--- src/rtl/sim_debug_port_pkg.sv ---
// Shared definitions for the simulation/debug port: register map, STATUS layout, timeout exit code.
package sim_debug_port_pkg;

  typedef enum logic [1:0] {
    REG_CONSOLE = 2'd0,
    REG_EXIT    = 2'd1,
    REG_COUNT   = 2'd2
  } reg_off_e;

  localparam int STAT_FULL     = 0;
  localparam int STAT_OVERFLOW = 1;
  localparam int STAT_DONE     = 2;
  localparam int STAT_TIMEOUT  = 3;

  localparam logic [7:0] EXIT_CODE_TIMEOUT = 8'hFF;

  function automatic logic [7:0] pack_status(input logic full, input logic overflow,
                                             input logic done, input logic timeout);
    logic [7:0] s;
    s                = 8'h00;
    s[STAT_FULL]     = full;
    s[STAT_OVERFLOW] = overflow;
    s[STAT_DONE]     = done;
    s[STAT_TIMEOUT]  = timeout;
    return s;
  endfunction

endpackage

--- src/rtl/sim_debug_port_fifo.sv ---
// Synchronous FIFO with occupancy count; a push into a full FIFO is accepted only if a pop frees a slot
// in the same cycle, otherwise it is dropped and flagged on o_drop. Output reads 0 while empty.
module sim_debug_port_fifo #(
  parameter  int unsigned DEPTH = 8,
  parameter  int unsigned W     = 8,
  localparam int unsigned AW    = $clog2(DEPTH),
  localparam int unsigned CW    = AW + 1
) (
  input  logic          i_clk,
  input  logic          i_rst,
  input  logic          i_push,
  input  logic [W-1:0]  i_dat,
  input  logic          i_pop,
  output logic [W-1:0]  o_dat,
  output logic          o_full,
  output logic          o_empty,
  output logic [CW-1:0] o_count,
  output logic          o_drop
);

  logic [W-1:0]  r_mem [DEPTH];
  logic [AW-1:0] r_wr_ptr;
  logic [AW-1:0] r_rd_ptr;
  logic [CW-1:0] r_count;
  logic          w_pop;
  logic          w_push;

  assign o_empty = (r_count == '0);
  assign o_full  = (r_count == CW'(DEPTH));
  assign w_pop   = i_pop && !o_empty;
  assign w_push  = i_push && (!o_full || w_pop);
  assign o_drop  = i_push && !w_push;
  assign o_count = r_count;
  assign o_dat   = o_empty ? '0 : r_mem[r_rd_ptr];

  // Pointers wrap naturally because DEPTH is a power of two.
  always_ff @(posedge i_clk or posedge i_rst) begin
    if (i_rst) begin
      r_wr_ptr <= '0;
      r_rd_ptr <= '0;
      r_count  <= '0;
    end else begin
      if (w_push) r_wr_ptr <= r_wr_ptr + AW'(1);
      if (w_pop)  r_rd_ptr <= r_rd_ptr + AW'(1);
      case ({w_push, w_pop})
        2'b10:   r_count <= r_count + CW'(1);
        2'b01:   r_count <= r_count - CW'(1);
        default: r_count <= r_count;
      endcase
    end
  end

  always_ff @(posedge i_clk) begin
    if (w_push) r_mem[r_wr_ptr] <= i_dat;
  end

endmodule

--- src/rtl/sim_debug_port.sv ---
// Memory-mapped console/exit-code port for simulation; optional watchdog enabled by
// SIM_DEBUG_PORT_WATCHDOG_EN forces DONE with exit code 8'hFF after TIMEOUT_CYCLES.
module sim_debug_port
  import sim_debug_port_pkg::*;
#(
  parameter logic [15:0] BASE_ADDR      = 16'hFF00,
  parameter int unsigned FIFO_DEPTH     = 8,
  parameter int unsigned TIMEOUT_CYCLES = 5000
) (
  input  logic        i_clk,
  input  logic        i_rst,
  input  logic [15:0] i_bus_addr,
  input  logic [7:0]  i_bus_data_in,
  input  logic        i_bus_we,
  input  logic        i_bus_re,
  output logic [7:0]  o_bus_data_out,
  output logic        o_bus_data_oe,
  output logic [7:0]  o_con_data,
  output logic        o_con_valid,
  input  logic        i_con_ready,
  output logic        o_done,
  output logic [7:0]  o_exit_code,
  output logic        o_timeout
);

  localparam int unsigned CW = $clog2(FIFO_DEPTH) + 1;

  logic [15:0]   w_off;
  logic          w_sel;
  reg_off_e      w_reg;
  logic          w_wr_console;
  logic          w_wr_exit;
  logic          w_exit_take;
  logic          w_wd_expire;
  logic          w_full;
  logic          w_empty;
  logic          w_drop;
  logic [CW-1:0] w_count;
  logic          r_overflow;
  logic          r_done;
  logic [7:0]    r_exit_code;

  // Subtraction keeps the decode correct for any BASE_ADDR alignment.
  assign w_off        = i_bus_addr - BASE_ADDR;
  assign w_sel        = (w_off < 16'd3);
  assign w_reg        = reg_off_e'(w_off[1:0]);
  assign w_wr_console = i_bus_we && w_sel && (w_reg == REG_CONSOLE);
  assign w_wr_exit    = i_bus_we && w_sel && (w_reg == REG_EXIT);
  assign w_exit_take  = w_wr_exit && !r_done;

  sim_debug_port_fifo #(
    .DEPTH (FIFO_DEPTH),
    .W     (8)
  ) u_fifo (
    .i_clk   (i_clk),
    .i_rst   (i_rst),
    .i_push  (w_wr_console),
    .i_dat   (i_bus_data_in),
    .i_pop   (i_con_ready),
    .o_dat   (o_con_data),
    .o_full  (w_full),
    .o_empty (w_empty),
    .o_count (w_count),
    .o_drop  (w_drop)
  );

  assign o_con_valid = !w_empty;

`ifdef SIM_DEBUG_PORT_WATCHDOG_EN
  logic [31:0] r_wd_cnt;
  logic        r_timeout;

  assign w_wd_expire = !r_done && (r_wd_cnt == 32'(TIMEOUT_CYCLES - 1));
  assign o_timeout   = r_timeout;

  always_ff @(posedge i_clk or posedge i_rst) begin
    if (i_rst) begin
      r_wd_cnt  <= '0;
      r_timeout <= 1'b0;
    end else begin
      if (!r_done) r_wd_cnt <= r_wd_cnt + 32'd1;
      // A real EXIT write in the expiry cycle takes precedence over the timeout.
      if (w_wd_expire && !w_exit_take) r_timeout <= 1'b1;
    end
  end
`else
  assign w_wd_expire = 1'b0;
  assign o_timeout   = 1'b0;
`endif

  always_ff @(posedge i_clk or posedge i_rst) begin
    if (i_rst) begin
      r_overflow  <= 1'b0;
      r_done      <= 1'b0;
      r_exit_code <= 8'h00;
    end else begin
      if (w_drop) r_overflow <= 1'b1;
      if (w_exit_take) begin
        r_done      <= 1'b1;
        r_exit_code <= i_bus_data_in;
      end else if (w_wd_expire) begin
        r_done      <= 1'b1;
        r_exit_code <= EXIT_CODE_TIMEOUT;
      end
    end
  end

  assign o_done        = r_done;
  assign o_exit_code   = r_exit_code;
  assign o_bus_data_oe = i_bus_re && w_sel;

  always_comb begin
    o_bus_data_out = 8'h00;
    if (i_bus_re && w_sel) begin
      case (w_reg)
        REG_CONSOLE: o_bus_data_out = pack_status(w_full, r_overflow, r_done, o_timeout);
        REG_EXIT:    o_bus_data_out = r_exit_code;
        REG_COUNT:   o_bus_data_out = 8'(w_count);
        default:     o_bus_data_out = 8'h00;
      endcase
    end
  end

endmodule

--- config.mk ---
export PLATFORM = sky130hd
export DESIGN_NAME = sim_debug_port
export DESIGN_NICKNAME = d
export VERILOG_FILES = /design/src/rtl/sim_debug_port_pkg.sv /design/src/rtl/sim_debug_port_fifo.sv /design/src/rtl/sim_debug_port.sv
export SDC_FILE = /design/constraint.sdc
export NUM_CORES = 1
export LEC_CHECK = 0
export CORE_UTILIZATION = 50
export CTS_BUF_LIST = sky130_fd_sc_hd__clkbuf_8 sky130_fd_sc_hd__clkbuf_16
export DETAILED_ROUTE_END_ITERATION = 10
export PLACE_DENSITY_LB_ADDON = 0.12
export RECOVER_POWER = 100
export SLEW_MARGIN = 25
export SYNTH_ARGS = -nofsm -noshare
export SYNTH_HDL_FRONTEND = slang
export SYNTH_SLANG_ARGS = --single-unit
export TNS_END_PERCENT = 30
--- constraint.sdc ---
create_clock -name i_clk -period 3.7 [get_ports i_clk]
set_input_delay 1.11 -clock i_clk [delete_from_list [all_inputs] [get_ports i_clk]]
set_output_delay 1.11 -clock i_clk [all_outputs]
set_load 0.01 [all_outputs]
# Word level (Yosys, flattened, before mapping)
# Memory sizes are Yosys's and may differ from the RTL's.
# Index checks and enable logic that the tools add are counted.
# classes
n_reduce_logical,16
n_mux,6
n_eq_ne,5
n_addsub,5
order_cmp,1
# ops
cell,n
8-bit one-hot mux with 3 select lines,1
"16-bit by 2-bit < comparator with 1-bit output, second input constant",1
8-bit two-way mux,2
"16-bit subtractor, second input constant",1
1-bit logical AND,8
4-bit one-hot mux with 2 select lines,1
"3-bit by 1-bit adder with 3-bit output, second input constant",2
"4-bit by 1-bit adder with 4-bit output, second input constant",1
"2-bit by 1-bit equality test with 1-bit output, second input constant",2
"2-bit equality test, second input constant",2
"4-bit equality test, second input constant",1
1-bit zero test,4
4-bit zero test,1
"4-bit by 1-bit subtractor with 4-bit output, second input constant",1
2-bit zero test,1
1-bit two-way mux,2
2-bit nonzero test,1
1-bit logical OR,1
# totals
word_cells,40
in_bits,29
regBits,20
output_inout_bits,28
ramBits,64
n_memories,1
# mem_list
memory,depth,width,rd,rd_ports_with_merged_regs,wr,line_no,rtl
u_fifo.r_mem,8,8,1,0,1,sim_debug_port_fifo.sv:21,logic [W-1:0] r_mem [DEPTH];

# Depth between registers and ports, before layout
# Gate-level depths: netlist of the first run.
# depth
word_depth,7
depth_mapped,12

# Modules after synthesis
# A second synthesis of the first run with hierarchy kept.
# hier_totals
cells_unflattened,233
area_unflattened_um2,3739.8
# by_module_without_submodules
module,n_inst,area_each_um2,cells_per_inst,seq_area_each_um2
sim_debug_port_fifo,1,3139.3,176,2172.1
sim_debug_port,1,600.6,57,250.2

# Worst setup path after synthesis of the first run
# Ideal clock, no wire load.
# synth_timing
path_kind,input to register
startpoint,input port i_bus_addr[8]
endpoint,"memory u_fifo.r_mem[0][0], enable pin"
setup_time_ns,0.395
path_stages,5
t_arrival_ns,3.024
slack_ns,0.281
path_cell_list,nand2_1 > or4_4 > or3_4 > buf_6 > nor4_1
# synth_via
elab_chain_cells,7
# synth_lines
element,line_no,rtl
"start, declared",sim_debug_port.sv:12,"input logic [15:0] i_bus_addr,"
16-bit subtractor,sim_debug_port.sv:44,assign w_off = i_bus_addr - BASE_ADDR;
16-bit by 2-bit < comparator with 1-bit output,sim_debug_port.sv:45,assign w_sel = (w_off < 16'd3);
1-bit logical AND (2 in series),sim_debug_port.sv:47,assign w_wr_console = i_bus_we && w_sel && (w_reg == REG_CONSOLE);
1-bit logical AND,sim_debug_port_fifo.sv:31,assign w_push = i_push && (!o_full || w_pop);
1-bit two-way mux,sim_debug_port_fifo.sv:54,if (w_push) r_mem[r_wr_ptr] <= i_dat;
1-bit two-way mux (not written as such),sim_debug_port_fifo.sv:54,
"end, declared",sim_debug_port_fifo.sv:21,
# Every way passes these cells.

# Worst setup path in the final report of the first run
# layout_timing
startpoint,input port i_bus_addr[7]
endpoint,output port o_bus_data_out[6]
# layout_via
elab_chain_cells,4
# layout_lines
element,line_no,rtl
16-bit subtractor,sim_debug_port.sv:44,
16-bit by 2-bit < comparator with 1-bit output,sim_debug_port.sv:45,
1-bit logical AND,sim_debug_port.sv:114,if (i_bus_re && w_sel) begin
8-bit two-way mux,sim_debug_port.sv:114,
"end, declared",sim_debug_port.sv:16,"output logic [7:0] o_bus_data_out,"
# Every way passes these cells.

==> flow_summary.ini, run 1 <==
[synth]
yosys.cell_types.count = 40
avgSynthCellArea_sq_um = 16.51
ys_warn_count = 0
synth_nets = 256
synth-seq-cells = 84
syn_inst = 222
syn_area_sq_um = 3666
synth_seq_area_share_pct = 66.08

[worst_hold_path]
hp-class = reg2reg

[timing]
rsz0062_at_grt = false
slew_violations = 0
fin_setup_tns_ps = 0
worst_pin_slew_ps = 779.8
finalSetupViolCount = 0
period_minus_slack_ps = 3603
max_clock_freq_ghz = 0.2776
hold_viol = 0
post-route-period-util_pct = 97.37
relSlewSlack_pct = 47.95
fin_skew_ps = 11.99

[die]
die_y_um = 87.63
die_w_um = 87.63
core_sq_um = 6944
io_pins = 57
dieArea_sq_um = 7678
core.rowCount = 30
start_util_pct = 52.79

[power_and_ir_drop]
ir_drop_mv = 0.2896
power_density_nw_per_um2 = 538.9
leakagePower_nw = 1.841

[finish]
most-common-layout-cells = edfxtp_1, dlygate4sd3_1, dfrtp_1
fin_util_pct = 67.55
nets = 341
diodes = 0
drive_above_1_share_pct = 28.85
area_growth_pct = 27.95
nFillCells = 497
final_common_cell = edfxtp_1

[clock_network]
clk_path_buf_depth = 2
cts_htree_levels = 3
clk_latency_ps = 350
cts_sinks = 84
cts-root-buf = clkbuf_8
cts_buffers = 9
clkTransAtPathRegs_ps = 80
cts_tree = done

[drt]
ant_nets = 0
drc = 0
drt-vias-per-instance = 5.324
drtIter0Drc = 53
dr_total_vias = 2172
first_pass_iters = 4
routed_wl_um = 7040
avgRoutedWirePerCell_um = 17.25

[place]
place_congestion = 0.7374
dp_hpwl_um = 4739
io_buffers = 55

[critical_path]
start_kind = input port
path_max_fanout = 5
worstPathRequired_ps = 2590
end_kind = output pin
crit_type = in2out
worstPathArrival_ps = 2490

[flow_run]
max_cap_violations = 0

[status]
run_status = finished, final reports clean

[grt]
antenna_found_initial = 0
grt_usage_pct = 20.08
grt_start_max_net_pins = 21
grt_pass1_vias = 2115
grt_pass1_wl_um = 10890
grt-ovfl-total = 0
[routing by layer]
metal / track usage [%] / routed length, um / vias up
li1: - / - / 1020
met1: 24.87 / 3134 / 1071
met2: 34.38 / 3485 / 69
met3: 5.090 / 305 / 12
met4: 7.303 / 115 / 0
met5: 0 / 0 / -
[registers in the layout, indices dropped and copies added (netlist names)]
signal,count
o_done,1
o_exit_code,8
r_overflow,1
u_fifo.o_count,4
u_fifo.r_mem,64
u_fifo.r_rd_ptr,3
u_fifo.r_wr_ptr,3
[worst paths after layout]
check                                  start                end  slack, ps  cells after the start
hold reg to reg                   r_overflow         r_overflow        490                      1
setup reg to reg           u_fifo.o_count[0]  u_fifo.o_count[2]        790                     10
setup / recovery               i_bus_addr[7]  o_bus_data_out[6]        100                      6
max in group asynchronous              i_rst     o_exit_code[2]       1870                      2
min in group asynchronous              i_rst     o_exit_code[7]       1340                      2
hold / removal                    r_overflow         r_overflow        490                      1
[layout make-up]
type / count / area, sq um / area share, %
clock buffer: 9 / 123.9 / 2.641
tap: 96 / 120.1 / 2.561
clock inverter: 7 / 67.56 / 1.440
sequential: 84 / 2422 / 51.64
inverter: 6 / 22.52 / 0.4801
multi-input combinational: 120 / 1172 / 24.99
timing repair buffer: 86 / 762.0 / 16.24
[what timing repair did]
item | CTS | global route
buffers inserted | 1 | 2
endpoints found under the setup margin | 9 | 9
endpoints found under the hold margin | 0 | 0
pin swaps | 2 | 6
hold buffers | 0 | 0
resized for setup | 37 | 18
[cells by family (layout without fill, tap and decap cells)]
logic type,Yosys count,in the layout,share of synthesized area (%)
flops,84,84,66.07
simple gates,57,57,9.795
mux,37,37,15.94
buf+inv,18,108,2.423
compound gates,11,11,1.809
xor+xnor,9,9,2.150
fa+ha+maj,5,5,1.706
other cells,1,1,0.1023
[critical path: stages]
cell and delay [ps]:
clkdlybuf4s50_1 480, nor4_4 330, nand3_2 150, inv_2 120
and3_4 200, buf_6 100
[metrics by stage]
step	std cells	instance area, sq um	power (W)	setup slack [ps]	hold slack, ps
after floorplan	222	3666	0.001675	280.9	440.8
after global placement	389	4481	0.001947	-419.3	460.3
after detailed placement	389	4481	0.001956	-465.1	473.3
after CTS	406	4656	0.002577	-16.66	491.1
after global routing	408	4691	0.002664	2.154	519.9
final	408	4691	0.002528	97.33	488.8
[synthesized netlist by cell type, drive strengths merged]
master,number,share of area [%]
and3,4,0.68
dfrtp,20,14
nand3,2,0.27
nand2b,2,0.34
buf,8,1.4
o21ai,3,0.41
or4,1,0.31
mux2,11,3.4
or4b,1,0.38
inv,6,0.61
or3,1,0.31
a2bb2oi,1,0.24
and4,1,0.24
nor2b,3,0.51
nor4,8,1.8
xor2,5,1.2
and2,1,0.17
nor2,16,1.6
nand2,8,0.82
clkbuf,4,0.41
nor3b,1,0.20
conb,1,0.10
xnor2,4,0.96
nor4b,2,1.1
ha,5,1.7
mux2i,10,2.7
a31o,1,0.24
mux4,16,9.8
nand4,3,0.68
nor3,3,0.41
a211o,1,0.24
edfxtp,64,52
a21oi,5,0.68
[power by group]
part	switching, W	internal (W)
combinational	0.000283	0.000436
clock	0.000320	0.000309
sequential	0.000125	0.00105
Power figures use the tool's default switching activity.
==> run 2, diff against run 1 <==
CAP_MARGIN = 20   (was default)
REMOVE_ABC_BUFFERS = 1   (was default)
==> run 2 against run 1 <==
Net effect: utilization is 2.9 points higher; critical path type is now in2reg; clock power increased by 6.7%; worst hold slack got worse by 16 ps; combinational power grew 5.4%; largest power group unchanged; first-iteration DRC count grew to 2.5 times the previous value; sequential cell count stayed put; clock skew decreased by 3.0 ps; sequential share of layout area fell by 2.1 points; die area is the same.
==> flow_summary.ini, run 2 (synthesis gave the netlist of run 1 again) <==
[die]
core_sq_um = 6944
start_util_pct = 52.79
dieArea_sq_um = 7678
die_w_um = 87.63
core.rowCount = 30
die_y_um = 87.63
io_pins = 57

[drt]
drt-vias-per-instance = 5.378
drtIter0Drc = 134
drc = 0
routed_wl_um = 7643
avgRoutedWirePerCell_um = 18.15
ant_nets = 0
dr_total_vias = 2264
first_pass_iters = 4

[flow_run]
max_cap_violations = 0

[finish]
fin_util_pct = 70.43
most-common-layout-cells = edfxtp_1, buf_4, clkdlybuf4s50_1, dfrtp_1, dlygate4sd3_1
area_growth_pct = 33.41
diodes = 0
final_common_cell = edfxtp_1
fin_area_sq_um = 4891
drive_above_1_share_pct = 36.62
nets = 354
largest_reg_flops = 64
largest-register = u_fifo.r_mem
finalNonFillerCells = 421

[grt]
grt_pass1_wl_um = 11730
grt_start_max_net_pins = 21
grt-ovfl-total = 0
grt_usage_pct = 21.48
antenna_found_initial = 0
grt_pass1_vias = 2315

[power_and_ir_drop]
power.internal_w = 0.001843
power_density_nw_per_um2 = 535.1
leakagePower_nw = 1.928
switching_share_pct = 29.59
clkPwrFrac_pct = 25.6
p_switching_w = 0.0007745
comb_power_share_pct = 29.0
seqPwrFrac_pct = 45.4
ir_drop_mv = 0.3434

[critical_path]
path_common_cell = buf_4
r2r_end = u_fifo.o_count[2]
cp_top_family = simple AND/OR/NAND/NOR gates
start_kind = input port
worstPathArrival_ps = 3830
end_kind = flip-flop
worstPathRequired_ps = 3930
worst-r2r-cell-count = 10
crit_start = i_bus_addr[3]
cp.depth = 19
slowest_stage = or3_4
worstPathCellList = buf_6 > nor4_4 > buf_4 > buf_4 > buf_4 > buf_4 > buf_4 > buf_4 > buf_4 > buf_4 > nand4_1 > or3_4 > ha_4 > xor2_2 > ha_2 > a21oi_2 > xor2_1 > nor2_1 > xor2_1
crit_type = in2reg
cp.buffers_inverters = 9
path_max_fanout = 2
ff2ff_setup_slack_ps = 710
endpoint = u_fifo.o_count[2]
max_stage_delay_ps = 430
r2r-start = u_fifo.o_count[1]

[timing]
period_minus_slack_ps = 3598
slew_violations = 0
timing.final.ws_setup_ps = 101.8
relSlewSlack_pct = 46.22
fin_skew_ps = 8.955
max_clock_freq_ghz = 0.2779
worst_pin_slew_ps = 805.8
post-route-period-util_pct = 97.25
hold_viol = 0
fin_setup_tns_ps = 0
finalSetupViolCount = 0

[status]
run_status = finished, final reports clean

[worst_hold_path]
hp-class = reg2reg

[clock_network]
clk_path_buf_depth = 2
cts-hold-fix-buffers = 0
cts-root-buf = clkbuf_8
cts_sinks = 84
cts_htree_levels = 3
cts_buffers = 9
clkTransAtPathRegs_ps = 90
clk_latency_ps = 350
cts_tree = done

[place]
place_area_sq_um = 4486
place_inst = 388
place_congestion = 0.7640
dp_hpwl_um = 4704
io_buffers = 55
dp_slack_ps = -455.2
## run 2: changes by cell type in the layout (fill, tap and decap cells not counted), moves of 4 or more
cell and delta:
and3_1 +4, clkbuf_2 -5, dlygate4sd3_1 -6, buf_4 +22
and3_4 -4, buf_2 +4, clkdlybuf4s50_1 +5
## run 2: worst min path at each step
stage / cells past startpoint / from / to
floorplan: 1 / r_overflow / r_overflow
global placement: 1 / r_overflow / r_overflow
detailed placement: 1 / r_overflow / r_overflow
CTS: 1 / r_overflow / r_overflow
global route: 1 / r_overflow / r_overflow
finish: 1 / r_overflow / r_overflow
## run 2: through the flow
stage / total power [W] / hold WS, ps
floorplan: 0.001639 / 440.8
global placement: 0.001947 / 453.7
detailed placement: 0.001952 / 457.7
CTS: 0.002631 / 478.5
global route: 0.002748 / 494.0
finish: 0.002617 / 472.6
## run 2: layer usage
layer  up-vias  part of all wire [%]  GRT usage (%)
met5         -                     0              0
li1       1050                     -              -
met4         0                   1.4          8.495
met1      1149                    47          28.84
met2        58                    48          34.66
met3         7                   3.6          4.524
## run 2: layout make-up
type,instances,area (sq um)
multi-input cells,120,1247
clock buffers,9,123.9
clock inverters,7,82.58
well taps,96,120.1
inverters,6,25.02
fillers,476,2053
repair buffers,99,869.6
flip-flops and latches,84,2422
## run 2: repair_timing
action,in CTS,in global routing
gates resized for setup,43,30
endpoints found under the setup margin,9,79
buffers inserted,17,1
pin swaps,7,6
## run 2: power groups by stage
stage / Sequential [W] / Combinational, W / Clock [W]
after global placement: 0.00121 / 0.000741 / 0
after detailed placement: 0.00121 / 0.000745 / 0
after CTS: 0.00119 / 0.000763 / 0.000682
final: 0.00119 / 0.000758 / 0.000671
after global routing: 0.00120 / 0.000832 / 0.000719
after floorplan: 0.00121 / 0.000432 / 0
